===== src/rtl/mem_stage_pkg.sv =====
// Shared types and decode helpers for the memory stage: opcodes, access sizes,
// FSM states and load/store classification.
package mem_stage_pkg;

  typedef enum logic [4:0] {
    ADD_I, SUB_I, AND_I, OR_I, XOR_I, SLL_I, SRL_I, SRA_I,
    SLT_I, SLTU_I, LUI_I,
    LB_I, LH_I, LW_I, LBU_I, LHU_I,
    SB_I, SH_I, SW_I
  } instr_opcode;

  typedef enum logic [1:0] {MSZ_B, MSZ_H, MSZ_W} mem_size_e;

  typedef enum logic {IDLE, REQ} mem_state_e;

  function automatic logic is_load(input instr_opcode op);
    return (op == LB_I) || (op == LH_I) || (op == LW_I) || (op == LBU_I) || (op == LHU_I);
  endfunction

  function automatic logic is_store(input instr_opcode op);
    return (op == SB_I) || (op == SH_I) || (op == SW_I);
  endfunction

  function automatic logic is_unsigned_load(input instr_opcode op);
    return (op == LBU_I) || (op == LHU_I);
  endfunction

  // Non-memory opcodes report word size; callers gate on is_load/is_store.
  function automatic mem_size_e mem_size(input instr_opcode op);
    case (op)
      LB_I, LBU_I, SB_I: return MSZ_B;
      LH_I, LHU_I, SH_I: return MSZ_H;
      default:           return MSZ_W;
    endcase
  endfunction

  function automatic logic is_misaligned(input mem_size_e size, input logic [1:0] a);
    case (size)
      MSZ_H:   return a[0];
      MSZ_W:   return a != 2'b00;
      default: return 1'b0;
    endcase
  endfunction

endpackage


===== src/rtl/mem_stage_load_align.sv =====
// Combinational load-data extraction: picks the byte/half at the access offset
// and sign- or zero-extends it to the full datapath width.
module load_align
  import mem_stage_pkg::*;
#(
  parameter int XLEN = 32
) (
  input  logic [XLEN-1:0] rdata,
  input  logic [1:0]      a,
  input  mem_size_e       size,
  input  logic            is_unsigned,
  output logic [XLEN-1:0] result
);

  logic [7:0]  byte_sel;
  logic [15:0] half_sel;

  always_comb begin
    byte_sel = rdata[{a, 3'b000} +: 8];
    half_sel = a[1] ? rdata[31:16] : rdata[15:0];
    case (size)
      MSZ_B:   result = {{(XLEN-8){~is_unsigned & byte_sel[7]}}, byte_sel};
      MSZ_H:   result = {{(XLEN-16){~is_unsigned & half_sel[15]}}, half_sel};
      default: result = rdata;
    endcase
  end

endmodule


===== src/rtl/mem_stage.sv =====
// Memory stage: passes ALU results to writeback, or issues a single data-memory
// request for aligned loads/stores and returns the aligned result.
module mem_stage
  import mem_stage_pkg::*;
#(
  parameter int XLEN = 32,
  parameter int RD_W = 5
) (
  input  logic            clk,
  input  logic            rst_n,
  input  logic            agex_valid,
  output logic            agex_ready,
  input  instr_opcode     agex_opcode,
  input  logic [XLEN-1:0] agex_aluout,
  input  logic [XLEN-1:0] agex_st_data,
  input  logic [RD_W-1:0] agex_rd,
  input  logic            agex_rd_we,
  input  logic            flush,
  output logic            dmem_req,
  output logic            dmem_we,
  output logic [XLEN-1:0] dmem_addr,
  output logic [XLEN-1:0] dmem_wdata,
  output logic [3:0]      dmem_wstrb,
  input  logic [XLEN-1:0] dmem_rdata,
  input  logic            dmem_ack,
  output logic            wb_valid,
  output logic [RD_W-1:0] wb_rd,
  output logic            wb_we,
  output logic [XLEN-1:0] wb_data,
  output logic            wb_exc
);

  mem_state_e      state_q, state_d;
  instr_opcode     op_q;
  logic [XLEN-1:0] addr_q;
  logic [XLEN-1:0] wdata_q;
  logic [3:0]      wstrb_q;
  logic [RD_W-1:0] rd_q;
  logic            rd_we_q;
  logic            flushed_q;

  logic            accept;
  logic            is_mem_in;
  logic            misaligned_in;
  logic [XLEN-1:0] st_wdata;
  logic [3:0]      st_wstrb;
  logic [XLEN-1:0] load_data;

  assign accept        = agex_valid & agex_ready & ~flush;
  assign is_mem_in     = is_load(agex_opcode) | is_store(agex_opcode);
  assign misaligned_in = is_misaligned(mem_size(agex_opcode), agex_aluout[1:0]);

  // Store lanes are steered at accept time so the request fields are plain registers.
  always_comb begin
    st_wstrb = 4'b1111;
    st_wdata = agex_st_data;
    case (mem_size(agex_opcode))
      MSZ_B: begin
        st_wstrb = 4'b0001 << agex_aluout[1:0];
        st_wdata = {4{agex_st_data[7:0]}};
      end
      MSZ_H: begin
        st_wstrb = 4'b0011 << agex_aluout[1:0];
        st_wdata = {2{agex_st_data[15:0]}};
      end
      default: ;
    endcase
  end

  always_ff @(posedge clk) begin
    if (!rst_n) state_q <= IDLE;
    else        state_q <= state_d;
  end

  always_comb begin
    state_d = state_q;
    case (state_q)
      IDLE:    if (accept && is_mem_in && !misaligned_in) state_d = REQ;
      REQ:     if (dmem_ack) state_d = IDLE;
      default: state_d = IDLE;
    endcase
  end

  always_comb begin
    agex_ready = (state_q == IDLE);
    dmem_req   = (state_q == REQ);
  end

  assign dmem_we    = is_store(op_q);
  assign dmem_addr  = {addr_q[XLEN-1:2], 2'b00};
  assign dmem_wdata = wdata_q;
  assign dmem_wstrb = wstrb_q;

  load_align #(.XLEN(XLEN)) u_load_align (
    .rdata       (dmem_rdata),
    .a           (addr_q[1:0]),
    .size        (mem_size(op_q)),
    .is_unsigned (is_unsigned_load(op_q)),
    .result      (load_data)
  );

  // A flush seen at any point of the request suppresses its writeback at ack.
  always_ff @(posedge clk) begin
    if (!rst_n) begin
      wb_valid  <= 1'b0;
      wb_we     <= 1'b0;
      wb_exc    <= 1'b0;
      wb_data   <= '0;
      wb_rd     <= '0;
      op_q      <= ADD_I;
      addr_q    <= '0;
      wdata_q   <= '0;
      wstrb_q   <= '0;
      rd_q      <= '0;
      rd_we_q   <= 1'b0;
      flushed_q <= 1'b0;
    end else begin
      wb_valid <= 1'b0;
      wb_we    <= 1'b0;
      wb_exc   <= 1'b0;
      if (accept) begin
        if (!is_mem_in) begin
          wb_valid <= 1'b1;
          wb_data  <= agex_aluout;
          wb_we    <= agex_rd_we;
          wb_rd    <= agex_rd;
        end else if (misaligned_in) begin
          wb_valid <= 1'b1;
          wb_exc   <= 1'b1;
          wb_data  <= agex_aluout;
          wb_rd    <= agex_rd;
        end else begin
          op_q      <= agex_opcode;
          addr_q    <= agex_aluout;
          wdata_q   <= st_wdata;
          wstrb_q   <= is_store(agex_opcode) ? st_wstrb : 4'b0000;
          rd_q      <= agex_rd;
          rd_we_q   <= agex_rd_we;
          flushed_q <= 1'b0;
        end
      end
      if (state_q == REQ) begin
        if (flush) flushed_q <= 1'b1;
        if (dmem_ack && !flush && !flushed_q) begin
          wb_valid <= 1'b1;
          wb_rd    <= rd_q;
          wb_we    <= is_load(op_q) & rd_we_q;
          wb_data  <= is_load(op_q) ? load_data : '0;
        end
      end
    end
  end

endmodule


===== config.mk =====
export PLATFORM = sky130hd
export DESIGN_NAME = mem_stage
export DESIGN_NICKNAME = d
export VERILOG_FILES = /design/src/rtl/mem_stage_pkg.sv /design/src/rtl/mem_stage_load_align.sv /design/src/rtl/mem_stage.sv
export SDC_FILE = /design/constraint.sdc
export NUM_CORES = 1
export LEC_CHECK = 0
export CAP_MARGIN = 20
export CELL_PAD_IN_SITES_DETAIL_PLACEMENT = 0
export CELL_PAD_IN_SITES_GLOBAL_PLACEMENT = 1
export CORE_MARGIN = 2
export CORE_UTILIZATION = 36
export CTS_BUF_LIST = sky130_fd_sc_hd__clkbuf_4 sky130_fd_sc_hd__clkbuf_8
export CTS_CLUSTER_SIZE = 24
export DETAILED_ROUTE_END_ITERATION = 7
export PLACE_DENSITY = 0.95
export SYNTH_ARGS = -nofsm -noshare
export SYNTH_HDL_FRONTEND = slang
export SYNTH_SLANG_ARGS = --single-unit

===== constraint.sdc =====
create_clock -name clk -period 3 [get_ports clk]
set_clock_uncertainty 0.1 [all_clocks]
set_input_delay 0.3 -clock clk [delete_from_list [all_inputs] [get_ports clk]]
set_output_delay 0.3 -clock clk [all_outputs]
set_load 0.005 [all_outputs]

==> Word level (Yosys, flattened, before mapping) <==
Index checks and enable logic that the tools add are counted.
{ "totals": {"ff_bits": 121, "latchBits": 0, "ramBits": 0, "mem_bits_ro": 0, "in_bits": 112, "out_inout_bits": 111, "word_cells": 110, "memories": 0} }
{ "op_classes": {"add_sub_neg": 0, "n_mul": 0, "div": 0, "n_lt_le_gt_ge": 0, "eq_ne": 19, "n_shift": 3, "mux": 36, "bitwise_logic": 10, "n_reduce_logical": 29} }
{ "op_table": {"columns": ["cell", "count"], "rows": [
  ["$mux W32", 6],
  ["$pmux W32 S2", 2],
  ["$eq A5 B4 Y1 const B", 10],
  ["$shiftx A32 B6 Y8", 1],
  ["$eq A5 B5 Y1 const B", 6],
  ["$mux W5", 5],
  ["$mux W1", 16],
  ["$mux W16", 1],
  ["$logic_or A1 B1 Y1", 13],
  ["$reduce_or A3 Y1", 4],
  ["$pmux W2 S2", 2],
  ["$pmux W4 S2", 1],
  ["$reduce_and A3 Y1", 2],
  ["$and A1 B1 Y1", 5],
  ["$eq A2 B1 Y1 const B", 2],
  ["$logic_and A1 B1 Y1", 4],
  ["$logic_not A2 Y1", 2],
  ["$mux W4", 1],
  ["$not A1 Y1", 4],
  ["$pmux W1 S2", 2],
  ["$shl A1 B2 Y4 const A", 1],
  ["$shl A2 B2 Y4 const A", 1],
  ["$logic_not A1 Y1", 3],
  ["$eq A2 B2 Y1 const B", 1],
  ["2 further kinds", 2]
]} }

==> Longest topological paths before layout <==
{ "depth": {"ltp_word": 10, "ltp_mapped": 8, "ltp_nobuf": 5} }

==> Modules after synthesis <==
A second synthesis with hierarchy kept.
{ "unflattened": {"hier_cells": 777, "area_unflattened_um2": 6342.3} }
{ "by_module_without_submodules": {"columns": ["mod", "n_inst", "cells_per_inst", "area_each_um2", "seq_area_each_um2"], "rows": [
  ["mem_stage", 1, 655, 5647.9, 2422.3],
  ["load_align", 1, 122, 694.4, 0.0]
]} }

==> Worst setup path after synthesis <==
Ideal clock, no wire load.
{ "synth_timing": {"kind": "reg-to-reg", "start": "register state_q, in the netlist dmem_req", "end": "register wb_data[22]", "setup_time_ns": 0.122, "arrival_ns": 1.846, "t_required_ns": 2.778, "slack_ns": 0.932, "path_stages_with_launch": 7, "n_path_buf": 2, "period_less_slack_ns": 2.068, "path_cell_list": "dfxtp_1 -> or3b_1 -> buf_2 -> a2111oi_4 -> nor3_2 -> buf_2 -> a221o_1"} }
{ "synth_between": {"elab_chain_cells": 6} }
{ "synth_rtl": {"columns": ["item", "line_no", "text"], "rows": [
  ["start: declaration", "mem_stage.sv:33", "mem_state_e state_q, state_d;"],
  ["start signal: assignment", "mem_stage.sv:72", "else state_q <= state_d;"],
  ["$not A1 Y1", null, null],
  ["$and A1 B1 Y1 (2 in a row)", "mem_stage.sv:49", "assign accept = agex_valid & agex_ready & ~flush;"],
  ["$mux W32", "mem_stage.sv:121", "if (accept) begin"],
  ["$mux W32", "mem_stage.sv:144", "if (dmem_ack && !flush && !flushed_q) begin"],
  ["$mux W32 (*)", "mem_stage.sv:142", "if (state_q == REQ) begin"],
  ["end signal: assignment", "mem_stage.sv:124", "wb_data <= agex_aluout;"],
  ["end signal: assignment", "mem_stage.sv:130", "wb_data <= agex_aluout;"],
  ["end signal: assignment", "mem_stage.sv:148", "wb_data <= is_load(op_q) ? load_data : '0;"],
  ["end: declaration", "mem_stage.sv:29", "output logic [XLEN-1:0] wb_data,"]
]} }
Every way passes the cells marked *; elsewhere a longest branch is shown, timed or not.
A chain may end at the register's enable or synchronous reset.

==> Worst setup path after layout <==
{ "layout_timing": {"start": "register op_q[1]", "end": "output dmem_we"} }
{ "layout_between": {"elab_chain_cells": 3, "elab_cells_between_ends": 5, "cone_classes": "eq/ne (3); reduce/logical (2)"} }
{ "layout_rtl": {"columns": ["item", "line_no", "text"], "rows": [
  ["start: declaration", "mem_stage.sv:34", "instr_opcode op_q;"],
  ["start signal: assignment", "mem_stage.sv:133", "op_q <= agex_opcode;"],
  ["$eq A5 B5 Y1", "mem_stage_pkg.sv:21", "return (op == SB_I) || (op == SH_I) || (op == SW_I);"],
  ["$logic_or A1 B1 Y1", "mem_stage_pkg.sv:21", null],
  ["$logic_or A1 B1 Y1 (*)", "mem_stage_pkg.sv:21", null],
  ["end: declaration", "mem_stage.sv:20", "output logic dmem_we,"]
]} }
Marks and branches as above.

==> results.yml <==
clocking:
  cts_resized: 0
  clk_pin_slew_worst_paths_ns: 0.08
  postCtsHoldBufs: 0
  htree_levels: 4
  cts_root_buf: "clkbuf_8"
  clk_path_buf_depth: 2
  numCtsBuffers: 17
  clk_latency_ns: 0.45
  postCtsSetupRepairBufs: 0
  cts_sinks: 121
  tritoncts: "yes"
layout:
  nNetsFinal: 1060
  antenna_cells: 0
  fillers: 1645
  final_core_utilization_pct: 52.42
  final_cell_mix: "220 x clkdlybuf4s50_1, 121 x dfxtp_1, 101 x a21oi_1"
  layout_commonest_cell: "clkdlybuf4s50_1"
  drive_gt1_share_pct: 10.51
  syn_to_final_growth_pct: 41.47
place:
  io_buffers: 220
  dp_hpwl_mm: 16.56
  gp_congestion: 0.8817
min_path:
  min_path_type: "in2reg"
  holdCritStartpoint: "agex_st_data[23]"
  hold_depth: 3
  worst_hold_path.endpoint: "dmem_wdata[23]$_SDFFE_PN0P_"
sta:
  setup_viol: 0
  finalCriticalPeriod_ns: 2.513
  slew_headroom_pct: 23.79
  hold_viol_final: 0
  fin_tns_setup_ns: 0
  max_freq_mhz: 397.9
  rsz0062_at_grt: "no"
  post-route-period-util_pct: 83.77
  final_max_slew_viol_count: 0
  worst_slew_pin_slew_ns: 1.137
yosys:
  synth_edf_count: 0
  syn_inst: 782
  synth_ff_type: "dfxtp_1"
  ys_seq_elements: 121
  synth_seq_area_share_pct: 37.53
  syn_area_per_cell_um2: 8.253
  yosys_warnings: 0
  postSynth.asyncResetShare_pct: 0
  synth_area_um2: 6454
  ys_types: 71
worst_setup_path:
  criticalPathCategory: "reg2out"
  crit_family: "simple AND/OR/NAND/NOR gates"
  crit_path_max_fanout: 12
  slowest_delay_ns: 0.58
  rrSetupSlack_ns: 0.50
  rr_startpoint: "op_q[1]$_SDFFE_PN0P_"
  required_ns: 2.60
  critPathBufInv: 1
  crit_chain: "and2_1 > nor4b_1 > clkdlybuf4s50_1"
  crit_slowest_cell: "clkdlybuf4s50_1"
  reg2reg_depth: 5
  worstPathArrival_ns: 2.11
  crit_path_end_kind: "output pin"
  critPathLaunchType: "flop"
  r2r-end: "wb_data[29]$_SDFF_PN0_"
routing:
  drtIter0Drc: 520
  antenna_left: 0
  drc: 0
  vias: 6873
  drtPass1Iterations: 5
  viasPerCell: 5.795
  wirelength_mm: 23.42
  wl_per_cell_um: 19.74
grt:
  grt_overflow: 0
  grt_max_degree: 59
  grt_pass1_wl_mm: 35.44
  antenna_found_initial: 0
  grt.total_usage_pct: 24.24
  grt_pass1_vias: 6580
die:
  ios: 223
  die_width_um: 137.9
  coreArea_um2: 17420
  rows: 48
  die_h_um: 137.9
  dieArea_um2: 19010
  start_util_pct: 37.05
flow_run:
  drv_cap: 0
power_and_ir_drop:
  p_leak_nw: 3.136
  ir_worst_vdd_mv: 0.2479
  p_per_area_nw_per_um2: 450.6
outcome:
  status: "finished clean"
[sequential cells by signal, indices dropped and copies added, names as in the netlist]
signal	flops
dmem_wstrb	4
op_q	5
wb_valid	1
wb_we	1
rd_we_q	1
rd_q	5
wb_exc	1
wb_data	32
addr_q	32
wb_rd	5
flushed_q	1
dmem_wdata	32
dmem_req	1
[routing by layer]
layer  track usage, %  up-vias  wire [um]
met3            8.187       50       2521
li1                 -     3221          -
met2            39.41      342      10630
met1            29.57     3260       9549
met4            9.467        0        720
met5                0        -          0
[per-stage QoR]
| stage | hold WS (ns) | cell area (um2) | cells | power, mW | setup slack (ns) |
|---|---|---|---|---|---|
| 6_report | 0.3067 | 9130 | 1186 | 4.114 | 0.4869 |
| 5_1_grt | 0.3107 | 9130 | 1186 | 4.269 | 0.3197 |
| 4_1_cts | 0.2847 | 9130 | 1186 | 4.140 | 0.3981 |
| 3_5_place_dp | 0.3553 | 8668 | 1154 | 2.401 | 0.2259 |
| 3_3_place_gp | 0.3478 | 8668 | 1154 | 2.398 | 0.2673 |
| 2_1_floorplan | 0.3387 | 6457 | 783 | 2.024 | 0.9321 |
[final cells by class]
class | count | area [um2] | share of cell area, %
Tap cell | 225 | 281.5 | 3.083
Clock buffer | 18 | 241.5 | 2.645
Sequential cell | 121 | 2422 | 26.53
Inverter | 16 | 60.06 | 0.6578
Timing Repair Buffer | 252 | 2480 | 27.16
Multi-Input combinational cell | 540 | 3425 | 37.51
Clock inverter | 14 | 220.2 | 2.412
[worst max path at each step]
| stage | startpoint | endpoint | slack [ns] | cells past startpoint |
|---|---|---|---|---|
| global route | op_q[1]$_SDFFE_PN0P_ | dmem_we | 0.32 | 3 |
| CTS | op_q[1]$_SDFFE_PN0P_ | dmem_we | 0.40 | 3 |
| finish | op_q[1]$_SDFFE_PN0P_ | dmem_we | 0.49 | 3 |
| global placement | agex_opcode[2] | wb_data[20]$_SDFF_PN0_ | 0.27 | 7 |
| detailed placement | agex_opcode[2] | wb_data[29]$_SDFF_PN0_ | 0.23 | 7 |
| floorplan | dmem_req$_SDFF_PN0_ | wb_data[22]$_SDFF_PN0_ | 0.93 | 6 |
[kinds of logic (layout without fill, tap and decap cells)]
kind of cell	after synthesis	after routing	share of synthesized area, %
AND/OR/NAND/NOR	228	228	19.02
multiplexers	23	23	3.936
XOR/XNOR	1	1	0.1357
flip-flops	121	121	37.53
other	1	2	0.05811
AO/OA/AOI/OAI	286	286	29.37
buffers and inverters	122	300	9.946
[report_power, final]
part           switching, mW  total, mW  internal, mW
Clock                  0.734       1.74          1.01
Sequential            0.0319       1.69          1.66
Combinational          0.349      0.687         0.338
[synth_stat cells, drive strengths merged (12+ instances only)]
cell type,n,area (um2)
clkbuf,42,157.7
o21ai,75,379.1
inv,16,60.05
nand4,14,87.58
nand3,77,385.4
a221o,21,210.2
nor2,26,105.1
dfxtp,121,2422
nand2,50,187.7
a211oi,21,180.2
buf,64,424.2
nand2b,18,112.6
mux2i,13,130.1
a221oi,12,111.4
a21oi,103,523.0
[tightest hold or removal path, delay by kind of cell]
kind	cells	cell delay, ns
buffers and inverters	1	0.39
and+or+nand+nor	1	0.05
AOI/OAI and AO/OA	1	0.07
(Power assumes the default switching activity.)
==> variant (config.mk and constraints unchanged) <==
`RD_W`: 5 -> 4.
--- a/src/rtl/mem_stage.sv
+++ b/src/rtl/mem_stage.sv
@@ -5,5 +5,5 @@
 #(
   parameter int XLEN = 32,
-  parameter int RD_W = 5
+  parameter int RD_W = 4
 ) (
   input  logic            clk,
Interface: changed (resized agex_rd and wb_rd); port bits go from 223 to 221. No check against the original RTL was run, so the function may have changed too.
==> variant against the original RTL <==
- design area decreased by 6.9%
- area after synthesis shrank 6.2%
- via count is 17% lower
- routed wire length is 19% lower
- critical path depth did not move
- sequential cell count fell by 2
- total power is 11% lower
- setup slack worse by 0.11 ns
- global-route usage down 3.2 points
- critical endpoint unchanged
- largest cell class unchanged
==> variant: results (changes against the original RTL) <==
DR vias 5680 (-17%); vias in the first global route 5454 (-17%); CP top delay family buffers and inverters; worst slack, placed 0.3337 ns (+0.1078 ns); layout cells sized above 1 8.276% (-2.2 points); Clock group 0.00143 W (-18%); Clock transition at path regs 0.07 ns; ClkCell Share 4.503% (-0.55 points); combinational group share of total power 15.5% (-1.2 points); M1 WL 8199 um (-14%); R2R Setup Slk 0.56 ns (+0.06 ns); Internal 0.002684 W (-11%); HPWL after detailed placement 13680 um (-17%); Port Buffers 218 (-0.91%); CTS Hold Bufs 0 (unchanged); worst-path cell with the longest stage delay a2111oi_0; worst slew pin tran 1.026 ns (-0.1106 ns); GR Util met3 6.811% (-1.4 points); Total GRT Usage 21.06% (-3.2 points); CP max FO 15 (+3); crit path DAT 2.22 ns (+0.11 ns); Non-clk bufs 231 (-8.3%); post-layout worst setup margin 0.3809 ns (-0.1060 ns); DR top layer met4; maxcap violations 0 (unchanged); part of the Yosys area used for sequential elements 39.37% (+1.8 points); metal2 WL 8638 um (-19%); Logic inverters 8 (-8); Seq/total area 28.02% (+1.5 points); Iteration-0 DRC Markers 256 (-51%); DR pass1 iterations 5 (unchanged); non-clk buf share 27.34% (+0.18 points); CTS Sinks 119 (-1.7%); Synth area leaders dfxtp_1 39%, nand2_1 7.7%, mux2i_1 7.4%; slowest stage delay, CP 0.60 ns (+0.02 ns); Commonest cells post-synth 124 x nand2_1, 119 x dfxtp_1, 45 x a21oi_1, 45 x mux2i_1, 43 x a21boi_0; Netlist cell types 67 (-5.6%); Clock buffer cells 21 (+3); met3 WL 1569 um (-38%); first-pass GRT wire length 29280 um (-17%); met2 usage in global routing 34.05% (-5.4 points); routability cong. 0.8730 (-0.99%); total wire length 18890 um (-19%); Filler cells 1543 (-6.2%); maximum VDD drop 0.2265 mV (-8.6%); met1 usage 26.05% (-3.5 points); asr flop ratio synth 0% (unchanged); leakage power 3.199 nW (+2.0%); multi-input gates 480 (-11%); outcome completed; fraction of area in multi-input gates 36.54% (-0.97 points); largest net degree at the start of global routing 56 (-5.1%); fin nets 968 (-8.7%)
==> variant: changes by cell type in the layout (fill, tap and decap cells not counted), sizes merged, moves of 15 or more <==
| cell | delta |
|---|---|
| nand3 | -75 |
| buf | -18 |
| nand2b | -16 |
| a21oi | -55 |
| a221o | -21 |
| mux2i | +33 |
| o21ai | -26 |
| o22ai | +15 |
| a211oi | -19 |
| nand2 | +74 |
| a21boi | +70 |
| nor2 | -20 |
==> variant: through the flow <==
stage	hold WS (ns)	cells	total power, W	instance area [um2]
2_1_floorplan	0.2907	695	0.001938	6055
3_3_place_gp	0.3412	1058	0.002255	8119
3_5_place_dp	0.3432	1058	0.002258	8119
4_1_cts	0.05650	1090	0.003680	8502
5_1_grt	0.07738	1090	0.003798	8502
6_report	0.07114	1090	0.003647	8502
==> variant: worst paths after layout <==
| kind | start | depth (start not counted) | to |
|---|---|---|---|
| min reg2reg | rd_q[1]$_SDFFE_PN0P_ | 2 | rd_q[1]$_SDFFE_PN0P_ |
| min | rst_n | 2 | addr_q[1]$_SDFFE_PN0P_ |
| max | op_q[0]$_SDFFE_PN0P_ | 3 | dmem_we |
| max reg2reg | op_q[0]$_SDFFE_PN0P_ | 5 | wb_data[19]$_SDFF_PN0_ |
==> variant: cell families (layout without fill, tap and decap cells) <==
group | count (synthesis) | count (layout) | synth area share [%]
compound gates | 232 | 232 | 26.12
simple gates | 188 | 188 | 14.81
flops | 119 | 119 | 39.37
buf+inv | 96 | 271 | 9.636
mux | 56 | 56 | 9.719
xor+xnor | 2 | 2 | 0.2895
other cells | 1 | 2 | 0.06198
